--- config.mk ---
export PLATFORM = sky130hd
export DESIGN_NAME = lcd_bus_arbiter
export DESIGN_NICKNAME = d
export VERILOG_FILES = /design/src/rtl/lcd_pkg.sv /design/src/rtl/lcd_cycle_timer.sv /design/src/rtl/lcd_bus_arbiter.sv
export SDC_FILE = /design/constraint.sdc
export NUM_CORES = 1
export LEC_CHECK = 0
export ABC_AREA = 1
export CORE_ASPECT_RATIO = 1.1
export CORE_UTILIZATION = 53
export CTS_BUF_LIST = sky130_fd_sc_hd__clkbuf_2 sky130_fd_sc_hd__clkbuf_4 sky130_fd_sc_hd__clkbuf_8
export DETAILED_ROUTE_END_ITERATION = 8
export PLACE_DENSITY = 0.86
export SLEW_MARGIN = 0
export SYNTH_ARGS = -nofsm -noshare
export SYNTH_HDL_FRONTEND = slang
export SYNTH_HIERARCHICAL = 1
export SYNTH_SLANG_ARGS = --single-unit
--- constraint.sdc ---
create_clock -name clk -period 2.65 [get_ports clk]
set_input_delay 0.6625 -clock clk [delete_from_list [all_inputs] [get_ports clk]]
set_output_delay 0.6625 -clock clk [all_outputs]
set_load 0.1 [all_outputs]
--- src/rtl/lcd_pkg.sv ---
// Shared LCD bus definitions: arbiter state encoding, HD44780 command bytes
// and default bus timing used by the init sequencer, display updater and arbiter.
package lcd_pkg;

  typedef enum logic [2:0] {
    ST_IDLE  = 3'd0,
    ST_SETUP = 3'd1,
    ST_PULSE = 3'd2,
    ST_HOLD  = 3'd3,
    ST_WAIT  = 3'd4
  } lcd_state_e;

  localparam logic [7:0] LCD_CMD_CLEAR = 8'h01;
  localparam logic [7:0] LCD_CMD_HOME  = 8'h02;

  localparam int unsigned DEF_SETUP_CYC = 32'd2;
  localparam int unsigned DEF_EN_CYC    = 32'd25;
  localparam int unsigned DEF_HOLD_CYC  = 32'd2;
  localparam int unsigned DEF_CMD_WAIT  = 32'd2000;
  localparam int unsigned DEF_LONG_WAIT = 32'd82000;

  // Home ignores bit 0, so 8'h03 is also a home command.
  function automatic logic needs_long_wait(input logic rs, input logic [7:0] data);
    return (rs == 1'b0) &&
           ((data == LCD_CMD_CLEAR) || (data[7:1] == LCD_CMD_HOME[7:1]));
  endfunction

endpackage

--- src/rtl/lcd_cycle_timer.sv ---
// Loadable 32-bit down-counter; holds at zero and flags it.
module lcd_cycle_timer (
  input  logic        i_clk,
  input  logic        i_rst,
  input  logic        i_load,
  input  logic [31:0] i_load_value,
  output logic        o_zero
);

  logic [31:0] r_count;

  always_ff @(posedge i_clk or posedge i_rst) begin
    if (i_rst) begin
      r_count <= 32'd0;
    end else if (i_load) begin
      r_count <= i_load_value;
    end else if (r_count != 32'd0) begin
      r_count <= r_count - 32'd1;
    end else begin
      r_count <= r_count;
    end
  end

  assign o_zero = (r_count == 32'd0);

endmodule

--- src/rtl/lcd_bus_arbiter.sv ---
// Round-robin arbiter for two byte writers sharing one HD44780 8-bit bus,
// generating setup / EN pulse / hold / settle timing for each accepted byte.
module lcd_bus_arbiter
  import lcd_pkg::*;
#(
  parameter int unsigned SETUP_CYC = DEF_SETUP_CYC,
  parameter int unsigned EN_CYC    = DEF_EN_CYC,
  parameter int unsigned HOLD_CYC  = DEF_HOLD_CYC,
  parameter int unsigned CMD_WAIT  = DEF_CMD_WAIT,
  parameter int unsigned LONG_WAIT = DEF_LONG_WAIT
) (
  input  logic       clk,
  input  logic       rst,
  input  logic       req0_valid,
  input  logic       req0_rs,
  input  logic [7:0] req0_data,
  output logic       req0_ready,
  input  logic       req1_valid,
  input  logic       req1_rs,
  input  logic [7:0] req1_data,
  output logic       req1_ready,
  output logic       lcd_en,
  output logic       lcd_rs,
  output logic       lcd_rw,
  output logic [7:0] lcd_data,
  output logic       busy,
  output logic       done
);

  localparam logic [31:0] SETUP_LD = 32'(SETUP_CYC - 32'd1);
  localparam logic [31:0] EN_LD    = 32'(EN_CYC - 32'd1);
  localparam logic [31:0] HOLD_LD  = 32'(HOLD_CYC - 32'd1);
  localparam logic [31:0] CMD_LD   = 32'(CMD_WAIT - 32'd1);
  localparam logic [31:0] LONG_LD  = 32'(LONG_WAIT - 32'd1);

  lcd_state_e  r_state;
  lcd_state_e  w_next;
  logic        r_last_grant;
  logic        r_lcd_en;
  logic        r_lcd_rs;
  logic [7:0]  r_lcd_data;
  logic        w_grant0;
  logic        w_grant1;
  logic        w_accept;
  logic        w_load;
  logic [31:0] w_load_value;
  logic        w_zero;

  lcd_cycle_timer u_timer (
    .i_clk        (clk),
    .i_rst        (rst),
    .i_load       (w_load),
    .i_load_value (w_load_value),
    .o_zero       (w_zero)
  );

  // On a tie the requester that did not win last time is served.
  assign w_grant0 = req0_valid & (~req1_valid | r_last_grant);
  assign w_grant1 = req1_valid & (~req0_valid | ~r_last_grant);
  assign w_accept = (r_state == ST_IDLE) & (w_grant0 | w_grant1);

  // Next-state logic; the timer is reloaded on every state entry.
  always_comb begin
    w_next       = r_state;
    w_load       = 1'b0;
    w_load_value = 32'd0;
    case (r_state)
      ST_IDLE: begin
        if (w_accept) begin
          w_next       = ST_SETUP;
          w_load       = 1'b1;
          w_load_value = SETUP_LD;
        end else begin
          w_next = ST_IDLE;
        end
      end
      ST_SETUP: begin
        if (w_zero) begin
          w_next       = ST_PULSE;
          w_load       = 1'b1;
          w_load_value = EN_LD;
        end else begin
          w_next = ST_SETUP;
        end
      end
      ST_PULSE: begin
        if (w_zero) begin
          w_next       = ST_HOLD;
          w_load       = 1'b1;
          w_load_value = HOLD_LD;
        end else begin
          w_next = ST_PULSE;
        end
      end
      ST_HOLD: begin
        if (w_zero) begin
          w_next       = ST_WAIT;
          w_load       = 1'b1;
          w_load_value = needs_long_wait(r_lcd_rs, r_lcd_data) ? LONG_LD : CMD_LD;
        end else begin
          w_next = ST_HOLD;
        end
      end
      ST_WAIT: begin
        if (w_zero) begin
          w_next = ST_IDLE;
        end else begin
          w_next = ST_WAIT;
        end
      end
      default: begin
        w_next = ST_IDLE;
      end
    endcase
  end

  // State register.
  always_ff @(posedge clk or posedge rst) begin
    if (rst) begin
      r_state <= ST_IDLE;
    end else begin
      r_state <= w_next;
    end
  end

  // Bus pins and grant history; EN is registered from next state so it is glitch-free.
  always_ff @(posedge clk or posedge rst) begin
    if (rst) begin
      r_lcd_en     <= 1'b0;
      r_lcd_rs     <= 1'b0;
      r_lcd_data   <= 8'h00;
      r_last_grant <= 1'b1;
    end else begin
      r_lcd_en <= (w_next == ST_PULSE);
      if (w_accept) begin
        r_lcd_rs     <= w_grant0 ? req0_rs : req1_rs;
        r_lcd_data   <= w_grant0 ? req0_data : req1_data;
        r_last_grant <= w_grant1;
      end else begin
        r_lcd_rs     <= r_lcd_rs;
        r_lcd_data   <= r_lcd_data;
        r_last_grant <= r_last_grant;
      end
    end
  end

  assign req0_ready = w_accept & w_grant0;
  assign req1_ready = w_accept & w_grant1;
  assign lcd_en     = r_lcd_en;
  assign lcd_rs     = r_lcd_rs;
  assign lcd_rw     = 1'b0;
  assign lcd_data   = r_lcd_data;
  assign busy       = (r_state != ST_IDLE);
  assign done       = (r_state == ST_WAIT) & w_zero;

endmodule

==> reports/summary.txt, run 1 <==
Core area -> 5500 um2
H-tree levels -> 2
Initial antenna violation count -> 0
Clk buf depth -> 2
CP Launch Point -> u_timer/r_count[7]
Met1 Usage GRT -> 0.290
Reg2reg start -> u_timer/r_count[7]
Layout area overhead -> 25.0%
CTS Buf Count -> 5
Post-synth EDFFs -> 0
HPWL after DPL -> 5430 um
GR Util All Layers -> 0.260
Pleak -> 1.95 nW
Min Clock Period, post-route -> 2.56 ns
Starting Density -> 0.566
Synthesized area per cell -> 6.65 um2
Wire per inst -> 11.9 um
Clk_skew -> 0.00423 ns
CP Max Fanout -> 3
Actual slew at the worst max-slew pin -> 0.513 ns
Slew HR -> 0.658
Final hold vios -> 0
Clk_lat worst skew -> 0.30 ns
Synth cell count leaders -> nand2_1 (194), nor2_1 (63), dfrtp_1 (45)
Synth warnings -> 6
Outcome -> completed
Worst hold endpoint -> r_last_grant
Worst slack, placed -> 0.0488 ns
Post-layout instance area -> 3890 um2
Clk root buf -> clkbuf_8
Hold buffers post-CTS -> 0
First-pass GRT wire length -> 12200 um
GPL Wtd Cong -> 0.946
Hold Path Depth -> 2
CTS sink cnt -> 46
Power density over the cells -> 389 nW/um2
DIE AREA -> 6180 um2
R2r setup slk -> 0.21 ns
FFs w/ async S/R, synth -> 1.00
Worst Slack Setup Final -> 0.0882 ns
Largest net degree at the start of global routing -> 37
Post-synthesis compound-gate area fraction -> 0.0491
Reg area -> 1150 um2
Max-cap violations -> 0
Fin crit share -> 0.967
Sequential share of the synthesized area -> 0.370
Die Ht -> 82.3 um
Routed vias/inst -> 4.98
Max Fclk -> 0.390 GHz
CTS clock-pin slew for the worst setup and hold paths -> 0.09 ns
TritonCTS clock tree -> yes
I/O Buffers -> 35
R2R depth -> 11
Arrival time at the worst endpoint -> 1.90 ns
Share of cells above drive strength 1 -> 0.160
Critical Path RT -> 1.99 ns
Post-synthesis mux area share -> 0
DR vias -> 3042
Fill count -> 452
Post-place instance area -> 3670 um2
Row count -> 28
Mapped cell area -> 3110 um2
Post-Synth XOR/XNOR Area -> 0.0422
Synth unique cells -> 30
VDD IR-drop max -> 0.000194 V
Post-route ant nets -> 0
Multi-input gate area -> 1880 um2
Post-Route WL -> 7260 um
WS Path Type -> register to output port
Final setup vio count -> 0
Ys flop type -> dfrtp_1
Met2 usage -> 0.470
Most used routing layer -> met2
Die extent in x -> 75.0 um
ANT cells -> 0
Most frequent cell after synthesis -> nand2_1
Post-Synth Simple-Gate Area -> 0.457
DRT iter0 DRCs -> 176
Hold Slack -> 0.498 ns
FF-to-FF End -> u_timer/r_count[7]
Worst hold start -> r_last_grant
Vias in the first global route -> 2893
Largest family of logic cells by synthesized area -> simple AND/OR/NAND/NOR gates
Cells after synthesis -> 468
Adder-Cell Fraction of Synth Area -> 0.00402
Total grt overflow -> 0
Top cell type's share of synthesized area -> 0.362
Final slew viol count -> 0
Crit start category -> register
Largest area contributor in the netlist -> dfrtp_1
M3 GR Usage -> 0.0546
Nets -> 558
Worst hold path class -> register to register
Nature of the critical path endpoint -> output port
FF+latch count, synth -> 46
# DRC -> 0
Ranking of synthesized cells by area -> dfrtp_1 (36%), nand2_1 (23%), nor2_1 (7.6%), inv_1 (5.1%), nand3_1 (3.9%)
DR pass1 iterations -> 5
# IOs -> 37
cells by family (layout without fill, tap and decap cells):
group / after synthesis / count (layout)
buffers and inverters: 54 / 102
xor gates and xnor gates: 15 / 15
and+or+nand+nor: 321 / 321
AOI/OAI and AO/OA: 30 / 30
other: 1 / 21
adders and majority gates: 1 / 1
DFF: 46 / 46
how the worst max path moves through the flow:
stage	to	slack [ns]	cells after the start
after floorplan	req0_ready	-0.28	3
after global placement	done	0.16	9
after detailed placement	u_timer/r_count[12]	0.05	11
after CTS	done	0.02	9
after global routing	done	-0.02	8
final	done	0.09	8
area by class of cell:
class	count	area share
Multi-Input combinational cell	388	0.484
Clock inverter	2	0.00966
Clock buffer	6	0.0196
Inverter	44	0.0425
Timing Repair Buffer	50	0.123
Sequential cell	46	0.297
Tap cell	75	0.0241
critical path: stages (launching register included):
cell and delay [ns]:
dfrtp_1 0.44, nor2_2 0.19, nand2_2 0.12, nor2_4 0.14
nand2_2 0.08, nor3_4 0.22, inv_2 0.08, nor2_4 0.13
buf_12 0.18
per-layer routing:
| layer | up-vias | wire, um |
|---|---|---|
| li1 | 1550 | - |
| met1 | 1361 | 3020 |
| met2 | 102 | 3640 |
| met3 | 29 | 362 |
| met4 | 0 | 242 |
| met5 | - | 0 |
cells in the final DEF, fill, tap and decap left out, types with 4 or more instances in the layout:
cell type / synthesis / routed
nor2_1: 63 / 56
clkbuf_8: 0 / 5
nand3_1: 24 / 23
dfrtp_1: 45 / 44
nor2_2: 11 / 15
nand2_4: 4 / 4
xnor2_1: 5 / 5
xor2_1: 10 / 10
o21ai_0: 18 / 18
clkdlybuf4s50_1: 0 / 21
nand2_2: 4 / 6
inv_1: 42 / 41
o21ai_1: 10 / 10
nand2_1: 194 / 192
nor2_4: 6 / 9
conb_1: 1 / 21
nand4_1: 8 / 8
buf_12: 0 / 4
buf_4: 3 / 25
sequential cells by signal (all words and copies together), names as in the netlist:
register,count
lcd_rs,1
lcd_data,8
r_state,3
lcd_en,1
r_last_grant,1
u_timer/r_count,32
timing repair:
| action | 4_1_cts | 5_1_grt |
|---|---|---|
| gates resized for setup | 6 | 10 |
| setup buffers | 3 | 3 |
| endpoints found under the setup margin | 11 | 10 |
| pin swaps | 3 | 3 |
per-stage QoR:
step	setup TNS, ns	power, mW	util	instances
final	0	1.51	0.707	611
after floorplan	-0.665	0.911	-	488
after detailed placement	0	0.981	0.667	597
after global routing	-0.0238	1.58	0.707	611
after CTS	0	1.51	0.695	608
after global placement	0	0.975	0.667	597
where the power goes:
part / total (mW) / switching [mW] / leakage [nW] / internal (mW)
clock network: 0.532 / 0.241 / 0.0548 / 0.292
logic: 0.210 / 0.123 / 1.32 / 0.0869
registers: 0.771 / 0.0383 / 0.572 / 0.733
total: 1.51 / 0.402 / 1.95 / 1.11
(Power assumes the default switching activity.)
==> run 2, diff against run 1 <==
Settings changed: CAP_MARGIN set to 25, CORE_MARGIN set to 3.
==> reports/summary.txt, run 2 (synthesized netlist as in run 1, its figures left out) <==
Outcome -> completed
Critical path's top delay family -> simple AND/OR/NAND/NOR gates
Slowest stage cell on the critical path -> dfrtp_1
Nets -> 556
WS Path Type -> register to output port
Die Ht -> 86.3 um
Hold buffers post-CTS -> 0
H-tree levels -> 2
Power density over the cells -> 370 nW/um2
Post-layout instance area -> 3850 um2
Share of cells above drive strength 1 -> 0.157
Clk_skew -> 0.00242 ns
CP bufs+invs -> 2
Row count -> 28
Final slew viol count -> 0
Fill count -> 473
Post-Route WL -> 7480 um
Max-cap violations -> 0
Pleak -> 1.93 nW
Reg area -> 1150 um2
Biggest register -> u_timer/r_count
Critical Path RT -> 1.99 ns
Clk_lat worst skew -> 0.30 ns
Core area -> 5540 um2
Clk root buf -> clkbuf_8
Fin crit share -> 0.969
I/O Buffers -> 35
CP Max Fanout -> 3
Min Clock Period, post-route -> 2.57 ns
DR pass1 iterations -> 4
Worst hold path class -> register to register
DRT iter0 DRCs -> 223
Most common cell after layout, fill and taps aside -> nand2_1
Placed cells -> 596
# IOs -> 37
Psw -> 0.418 mW
Wire per inst -> 12.3 um
Non-filler cells, final -> 609
# DRC -> 0
HPWL after DPL -> 5490 um
Largest net degree at the start of global routing -> 37
Final setup vio count -> 0
Cell internal pwr -> 1.01 mW
Max Fclk -> 0.390 GHz
TritonCTS clock tree -> yes
CTS sink cnt -> 46
DIE AREA -> 6830 um2
Net Sw Frac -> 0.293
Max reg flops -> 32
Slew HR -> 0.658
Post-place instance area -> 3660 um2
Nature of the critical path endpoint -> output port
CTS clock-pin slew for the worst setup and hold paths -> 0.09 ns
TNS Setup -> 0 ns
Clk buf depth -> 2
CTS Buf Count -> 5
Vias in the first global route -> 3014
Actual slew at the worst max-slew pin -> 0.512 ns
Total grt overflow -> 0
VDD IR-drop max -> 0.000299 V
Worst path max stage delay -> 0.46 ns
Commonest non-fill, non-tap cells in the layout -> nand2_1 (192), nor2_1 (58), dfrtp_1 (44), inv_1 (39)
ANT cells -> 0
GR Util All Layers -> 0.233
Post-route ant nets -> 0
Crit start category -> register
Routed vias/inst -> 5.02
Clock power frac -> 0.312
Arrival time at the worst endpoint -> 1.90 ns
Multi-input gate area -> 1880 um2
Crit-path cells -> nor2_4 -> nand2_2 -> nor2_4 -> nand2_2 -> nor3_4 -> inv_2 -> nor2_4 -> buf_12
First-pass GRT wire length -> 12900 um
Reg power frac -> 0.543
Combinational share of power -> 0.145
Final hold vios -> 0
Starting Density -> 0.562
Die extent in x -> 79.0 um
Initial antenna violation count -> 0
CP most frequent cell -> nor2_4
GPL Wtd Cong -> 0.945
Layout area overhead -> 23.8%
DR vias -> 3057
run 2: cell count changes in the layout (fill, tap and decap cells not counted):
cell,delta
inv_2,+2
buf_4,-2
bufinv_16,-1
clkbuf_4,-1
nor2_4,+1
clkinv_2,+1
nor2_2,-3
clkinvlp_4,-1
inv_1,-2
inv_6,+2
nor2_1,+2
run 2: worst register-to-register path, stage by stage (launching register included):
cell and delay [ns]:
dfrtp_1 0.46, nor2_4 0.18, nand2_2 0.12, nor2_4 0.13, nand2_2 0.08, nor3_4 0.23
inv_2 0.09, buf_4 0.16, o31ai_4 0.27, inv_1 0.11, nand2_1 0.34, o21ai_0 0.15
run 2: cell type report:
class,instances,area share
multi-input cells,388,0.489
flip-flops and latches,46,0.300
repair buffers,48,0.120
inverters,44,0.0429
well taps,75,0.0244
clock buffers,5,0.0179
clock inverters,3,0.00585
run 2: through the flow:
stage	power, mW	setup slack, ns	util	hold slack, ns
6_report	1.43	0.0834	0.696	0.503
5_1_grt	1.50	-0.0107	0.696	0.515
4_1_cts	1.43	0.00699	0.684	0.501
3_5_place_dp	0.980	0.0289	0.661	0.495
3_3_place_gp	0.973	0.196	0.661	0.476
2_1_floorplan	0.911	-0.277	-	0.458
run 2: power by group through the flow:
stage / clock network, mW / registers [mW] / logic [mW]
after floorplan: 0 / 0.772 / 0.139
after global placement: 0 / 0.781 / 0.193
after detailed placement: 0 / 0.782 / 0.198
after CTS: 0.462 / 0.769 / 0.201
after global routing: 0.481 / 0.777 / 0.237
final: 0.445 / 0.773 / 0.207
run 2: per-layer routing:
| metal | GRT usage | wire length, um |
|---|---|---|
| met5 | 0 | 0 |
| met4 | 0.103 | 258 |
| met3 | 0.0572 | 424 |
| met2 | 0.433 | 3860 |
| met1 | 0.247 | 2930 |
run 2: path summary, 6_finish.rpt:
path	endpoint	from	slack [ns]	cells past startpoint
max	done	u_timer/r_count[7]	0.08	8
min	r_last_grant	r_last_grant	0.50	2
max reg2reg	u_timer/r_count[5]	u_timer/r_count[7]	0.21	11
min reg2reg	r_last_grant	r_last_grant	0.50	2
max in group asynchronous	u_timer/r_count[6]	rst	1.57	3
min in group asynchronous	lcd_en	rst	0.71	2
run 2: repair_timing:
action | CTS | global route
endpoints found under the setup margin | 2 | 1
gates resized for setup | 5 | 12
buffers inserted | 2 | 3
pin swaps | 3 | 2
hold endpoints to repair | 0 | 0
